===== config.mk =====
export PLATFORM = sky130hd
export DESIGN_NAME = seg_scan_flat
export DESIGN_NICKNAME = d
export VERILOG_FILES = /design/src/rtl/seg_pkg.sv /design/src/rtl/seg_scan_if.sv /design/src/rtl/seg_decode.sv /design/src/rtl/seg_scan.sv /design/src/flat_wrapper.sv
export SDC_FILE = /design/constraint.sdc
export NUM_CORES = 1
export LEC_CHECK = 0
export ABC_AREA = 1
export BUFFER_PORTS_ARGS = -buffer_cell sky130_fd_sc_hd__buf_2
export CAP_MARGIN = 20
export CORE_MARGIN = 3
export CORE_UTILIZATION = 58
export DETAILED_ROUTE_END_ITERATION = 8
export GPL_ROUTABILITY_DRIVEN = 0
export PLACE_DENSITY = 0.75
export SYNTH_ARGS = -nofsm -noshare
export SYNTH_HDL_FRONTEND = slang
export SYNTH_HIERARCHICAL = 1
export SYNTH_SLANG_ARGS = --single-unit

===== constraint.sdc =====
create_clock -name clk -period 2.72 [get_ports clk]
set_clock_uncertainty 0.2 [all_clocks]
set_input_delay 0.408 -clock clk [delete_from_list [all_inputs] [get_ports clk]]
set_output_delay 0.408 -clock clk [all_outputs]
set_load 0.005 [all_outputs]

===== src/rtl/seg_pkg.sv =====
// Shared constants and types for the time-multiplexed seven-segment scanner.
// All segment patterns are active-low: a 0 bit lights the segment.
package seg_pkg;

    typedef logic [1:0] slot_t;

    localparam logic [6:0] SEG_BLANK = 7'h7F;
    localparam logic [6:0] SEG_DASH  = 7'h3F;

    // Index is the decimal digit; bit 0 is segment a, bit 6 is segment g.
    localparam logic [6:0] SEG_CODE [10] = '{
        7'h40, 7'h79, 7'h24, 7'h30, 7'h19,
        7'h12, 7'h02, 7'h78, 7'h00, 7'h10
    };

    localparam logic [3:0] AN_OFF   = 4'b1111;
    localparam logic [3:0] AN_SLOT0 = 4'b0111;
    localparam logic [3:0] AN_SLOT1 = 4'b1011;
    localparam logic [3:0] AN_SLOT2 = 4'b1101;
    localparam logic [3:0] AN_SLOT3 = 4'b1110;

    function automatic logic [3:0] slot_anode(input slot_t s);
        case (s)
            2'd0:    return AN_SLOT0;
            2'd1:    return AN_SLOT1;
            2'd2:    return AN_SLOT2;
            default: return AN_SLOT3;
        endcase
    endfunction

endpackage


===== src/rtl/seg_scan_if.sv =====
// Digit bus from the stopwatch counter plus the display pins it ends up on.
// The scanner consumes the slave side; whoever feeds digits holds the master side.
interface seg_scan_if;

    logic [4:0] min_l;
    logic [4:0] min_r;
    logic [4:0] sec_l;
    logic [4:0] sec_r;
    logic       adj;
    logic [2:0] adj_sel;
    logic [6:0] seg;
    logic       dp;
    logic [3:0] an;

    modport master (
        output min_l, min_r, sec_l, sec_r, adj, adj_sel,
        input  seg, dp, an
    );

    modport slave (
        input  min_l, min_r, sec_l, sec_r, adj, adj_sel,
        output seg, dp, an
    );

endinterface


===== src/rtl/seg_decode.sv =====
// Combinational digit-to-segment decoder; anything outside 0..9 shows a dash
// so a corrupted counter value is visible instead of silently wrong.
module seg_decode
    import seg_pkg::*;
(
    input  logic [4:0] val,
    output logic [6:0] seg
);

    always_comb begin
        seg = SEG_DASH;
        if (val < 5'd10) begin
            seg = SEG_CODE[val[3:0]];
        end
    end

endmodule


===== src/rtl/seg_scan.sv =====
// Four-digit multiplexed display driver: per-slot scanning with a blank guard,
// frame-coherent digit snapshot and blinking of the digit under adjustment.
module seg_scan
    import seg_pkg::*;
#(
    parameter int REFRESH_DIV = 100000,
    parameter int GUARD       = 16,
    parameter int BLINK_DIV   = 25000000
) (
    input  logic       clk,
    input  logic       rst_n,
    seg_scan_if.slave  bus
);

    localparam int RW = $clog2(REFRESH_DIV);
    localparam int BW = $clog2(BLINK_DIV);
    localparam logic [RW-1:0] REFRESH_LAST = RW'(REFRESH_DIV - 1);
    localparam logic [RW-1:0] GUARD_END    = RW'(GUARD);
    localparam logic [BW-1:0] BLINK_LAST   = BW'(BLINK_DIV - 1);

    logic [RW-1:0] refresh_cnt;
    slot_t         slot;
    logic [BW-1:0] blink_cnt;
    logic          blink_on;
    logic [4:0]    sh_dig [4];
    logic          sh_adj;
    logic [2:0]    sh_sel;

    logic          slot_end;
    logic          frame_end;
    logic          guard;
    logic          blank_digit;
    logic [4:0]    cur_dig;
    logic [6:0]    dec_seg;
    logic [3:0]    an_d;
    logic [6:0]    seg_d;
    logic          dp_d;

    assign slot_end  = (refresh_cnt == REFRESH_LAST);
    assign frame_end = slot_end && (slot == 2'd3);

    always_ff @(posedge clk or negedge rst_n) begin
        if (!rst_n) begin
            refresh_cnt <= '0;
            slot        <= 2'd0;
        end else if (slot_end) begin
            refresh_cnt <= '0;
            slot        <= slot + 2'd1;
        end else begin
            refresh_cnt <= refresh_cnt + 1'b1;
        end
    end

    // Latch a whole frame's worth of inputs at once so a rollover never tears.
    always_ff @(posedge clk or negedge rst_n) begin
        if (!rst_n) begin
            sh_dig <= '{default: '0};
            sh_adj <= 1'b0;
            sh_sel <= 3'd0;
        end else if (frame_end) begin
            sh_dig[0] <= bus.min_l;
            sh_dig[1] <= bus.min_r;
            sh_dig[2] <= bus.sec_l;
            sh_dig[3] <= bus.sec_r;
            sh_adj    <= bus.adj;
            sh_sel    <= bus.adj_sel;
        end
    end

    // Held in the visible phase outside adjust so entering adjust starts lit.
    always_ff @(posedge clk or negedge rst_n) begin
        if (!rst_n) begin
            blink_cnt <= '0;
            blink_on  <= 1'b1;
        end else if (!sh_adj) begin
            blink_cnt <= '0;
            blink_on  <= 1'b1;
        end else if (blink_cnt == BLINK_LAST) begin
            blink_cnt <= '0;
            blink_on  <= !blink_on;
        end else begin
            blink_cnt <= blink_cnt + 1'b1;
        end
    end

    assign cur_dig = sh_dig[slot];

    seg_decode u_decode (
        .val (cur_dig),
        .seg (dec_seg)
    );

    assign guard       = (refresh_cnt < GUARD_END);
    assign blank_digit = sh_adj && (sh_sel == {1'b0, slot}) && !blink_on;

    always_comb begin
        an_d  = AN_OFF;
        seg_d = SEG_BLANK;
        dp_d  = 1'b1;
        if (!guard) begin
            an_d  = slot_anode(slot);
            seg_d = blank_digit ? SEG_BLANK : dec_seg;
            dp_d  = (slot != 2'd1);
        end
    end

    // Output pin registers: one cycle behind the scan counters.
    always_ff @(posedge clk or negedge rst_n) begin
        if (!rst_n) begin
            bus.an  <= AN_OFF;
            bus.seg <= SEG_BLANK;
            bus.dp  <= 1'b1;
        end else begin
            bus.an  <= an_d;
            bus.seg <= seg_d;
            bus.dp  <= dp_d;
        end
    end

endmodule


===== src/flat_wrapper.sv =====
// flat-port wrapper written by rule: the top's interface ports become plain ports
module seg_scan_flat import seg_pkg::*;
#(
    parameter int REFRESH_DIV = 100000,
    parameter int GUARD       = 16,
    parameter int BLINK_DIV   = 25000000
)
  (clk, rst_n, bus_min_l, bus_min_r, bus_sec_l, bus_sec_r, bus_adj, bus_adj_sel, bus_seg, bus_dp, bus_an);
  seg_scan_if bus_i ();
  input  logic clk;
  input  logic rst_n;
  input wire logic [$bits(bus_i.min_l)-1:0] bus_min_l;
  input wire logic [$bits(bus_i.min_r)-1:0] bus_min_r;
  input wire logic [$bits(bus_i.sec_l)-1:0] bus_sec_l;
  input wire logic [$bits(bus_i.sec_r)-1:0] bus_sec_r;
  input wire logic [$bits(bus_i.adj)-1:0] bus_adj;
  input wire logic [$bits(bus_i.adj_sel)-1:0] bus_adj_sel;
  output wire logic [$bits(bus_i.seg)-1:0] bus_seg;
  output wire logic [$bits(bus_i.dp)-1:0] bus_dp;
  output wire logic [$bits(bus_i.an)-1:0] bus_an;
  assign bus_i.min_l = bus_min_l;
  assign bus_i.min_r = bus_min_r;
  assign bus_i.sec_l = bus_sec_l;
  assign bus_i.sec_r = bus_sec_r;
  assign bus_i.adj = bus_adj;
  assign bus_i.adj_sel = bus_adj_sel;
  assign bus_seg = bus_i.seg;
  assign bus_dp = bus_i.dp;
  assign bus_an = bus_i.an;
  seg_scan #(.REFRESH_DIV(REFRESH_DIV), .GUARD(GUARD), .BLINK_DIV(BLINK_DIV)) u_core (.clk(clk), .rst_n(rst_n), .bus(bus_i));
endmodule

==> flow_metrics.env <==
export IMPL_synthFlopType="dfrtp_1"
export IMPL_fin_crit_ps=2300
export IMPL_synth_cell_types=31
export IMPL_leakage_nw=2.22
export IMPL_cts_tree="done"
export IMPL_antenna_cells=0
export IMPL_die_h_um=91.5
export IMPL_reg2reg_depth=10
export IMPL_seq_area_mm2=0.00202
export IMPL_ant_nets=0
export IMPL_grt_antenna_before_repair=0
export IMPL_grt_ovfl_total=0
export IMPL_multiInputGateArea_mm2=0.00192
export IMPL_grtUsageMet1_pct=29.9
export IMPL_yosys_top_cells_count="nand2_1 (156), nor2_1 (89), dfrtp_1 (68), inv_1 (51), nand4_1 (29)"
export IMPL_slew_headroom_pct=63.7
export IMPL_cts_hold_buffers_added=1
export IMPL_synth_nets=576
export IMPL_cts_sinks=80
export IMPL_fp_row_count=30
export IMPL_synthArstFlopShare_pct=100
export IMPL_htreeDepth=3
export IMPL_finalSetupViolations=0
export IMPL_num_vias=3527
export IMPL_synth_top_cell_area_share_pct=40.1
export IMPL_grt_busiest_layer="met2"
export IMPL_start_util_pct=61.1
export IMPL_clk_pin_slew_worst_paths_ps=80
export IMPL_p_total_mw=1.99
export IMPL_setup_slack_ps=424
export IMPL_synth_top_area_cell="dfrtp_1"
export IMPL_worstHoldEndpoint="u_core/sh_sel[2]"
export IMPL_ioPinCount=38
export IMPL_required_ps=2770
export IMPL_insertion_delay_ps=350
export IMPL_syn2layout_area_growth_pct=10.9
export IMPL_fillers=578
export IMPL_synthCells=539
export IMPL_met3_usage_pct=4.97
export IMPL_worstMarginPinSlew_ps=541
export IMPL_cts_buffers=9
export IMPL_setup_tns_ps=0
export IMPL_rsz0062_at_grt="false"
export IMPL_first_iter_violations=123
export IMPL_portBuffers=37
export IMPL_vdd_ir_drop_max_mv=0.393
export IMPL_synth_most_common_cell="nand2_1"
export IMPL_power_density_mw_per_mm2=423
export IMPL_preCtsSetupSlack_ps=462
export IMPL_grt_max_degree=40
export IMPL_cp_max_fo=10
export IMPL_met2_usage_pct=35.5
export IMPL_yosys_warnings=6
export IMPL_path_class="flop to flop"
export IMPL_hold_path_depth=3
export IMPL_wl_per_cell_um=12.6
export IMPL_post_cts_setup_buffers=0
export IMPL_die_area_mm2=0.00837
export IMPL_maxCapViolCount=0
export IMPL_yosys_register_bits=80
export IMPL_firstDrtPassIters=4
export IMPL_r2r_start="u_core/slot[1]"
export IMPL_wirelength_mm=8.59
export IMPL_drive_above_1_share_pct=14.3
export IMPL_max_freq_ghz=0.435
export IMPL_synth_edf_count=0
export IMPL_syn_area_mm2=0.00424
export IMPL_grt_pass1_wl_mm=15.1
export IMPL_cp_arrival_ps=2350
export IMPL_hpwl_mm=6.18
export IMPL_grt_util_all_layers_pct=22.2
export IMPL_netlist_top_cells_area="dfrtp_1 (40%), nand2_1 (14%), nor2_1 (7.9%)"
export IMPL_cp_end_kind="flop"
export IMPL_final_period_utilization_pct=84.4
export IMPL_clockRootBuffer="clkbuf_8"
export IMPL_r2r_end="u_core/bus.seg[0]"
export IMPL_viasPerCell=5.16
export IMPL_avgSynthCellArea_um2=7.87
export IMPL_status="completed"
export IMPL_hold_violations=0
export IMPL_cts_resized=0
export IMPL_clock_path_buffers=2
export IMPL_core_area_mm2=0.00694
export IMPL_fin_nets=619
export IMPL_hp_start="bus_adj_sel[2]"
export IMPL_yosysSeqAreaShare_pct=47.6
export IMPL_drc=0
export IMPL_reg2reg_slack_ps=420
export IMPL_finalMaxSlewViolations=0
export IMPL_hold_path_class="input port to flop"
export IMPL_die_x_um=91.5
export IMPL_start_kind="flop"
export IMPL_grt_pass1_vias=3395
[state kept, by name (all words and copies together) (netlist names)]
name                count
u_core/sh_sel           3
u_core/bus.seg          7
u_core/blink_cnt       25
u_core/sh_adj           1
u_core/sh_dig          20
u_core/blink_on         1
u_core/bus.an           4
u_core/slot             2
u_core/refresh_cnt     17
[where the power goes]
group	switching [mW]	leakage [nW]	total, mW	internal [mW]
sequential	0	0.922	1.19	1.19
combinational	0.0281	1.22	0.0446	0.0165
clock	0.430	0.0757	0.756	0.325
[metrics by stage]
step	area (um^2)	hold WS [ps]	instances	util [%]
2_1_floorplan	4240	-87.6	539	-
3_3_place_gp	4530	214	666	65.2
3_5_place_dp	4530	213	666	65.2
4_1_cts	4700	87.5	683	67.7
5_1_grt	4700	95.5	683	67.7
6_report	4700	110	683	67.7
[layout make-up]
cell class | count | area share (%)
sequential | 80 | 42.9
multi-input combinational | 389 | 40.9
timing repair buffer | 47 | 5.64
inverter | 55 | 4.50
clock buffer | 10 | 2.71
tap | 96 | 2.56
clock inverter | 6 | 0.772
[cells in the final DEF, fill, tap and decap left out, types with 13 or more instances in the layout]
master	count
buf_2	36
nand3_1	26
nor2_1	89
dfrtp_1	68
xor2_1	13
nand2_1	156
inv_1	51
o21ai_0	15
nand4_1	29
[logic make-up (layout without fill, tap and decap cells)]
group           count (synthesis)  count (layout)  share of synthesized area, %
buf+inv                        70             118                          7.08
compound gates                 23              23                          2.92
simple gates                  333             333                          34.6
fa+ha+maj                      11              11                          3.25
xor+xnor                       22              22                          4.54
flops                          80              80                          47.6
[worst max path at each step]
stage	startpoint	end	slack [ps]
floorplan	u_core/slot[0]	u_core/bus.seg[0]	380
detailed placement	u_core/slot[1]	u_core/bus.seg[0]	460
CTS	u_core/slot[1]	u_core/bus.seg[0]	450
global placement	u_core/slot[1]	u_core/bus.seg[0]	560
global route	u_core/slot[1]	u_core/bus.seg[0]	230
finish	u_core/slot[1]	u_core/bus.seg[0]	420
[critical path: stages, from the launching register on]
cell,delay [ps]
dfrtp_1,520
inv_1,250
o21ai_0,120
o22ai_1,150
buf_4,180
inv_1,80
ha_1,180
or2_1,250
nand3_1,80
nand2_1,50
nand3b_1,150
[layer usage]
metal | up-vias | routed length (um)
met2 | 77 | 4170
met4 | 0 | 59
met5 | - | 0
met1 | 1650 | 3970
met3 | 8 | 394
li1 | 1792 | -
Note: power is estimated with default switching activity, not from simulation.
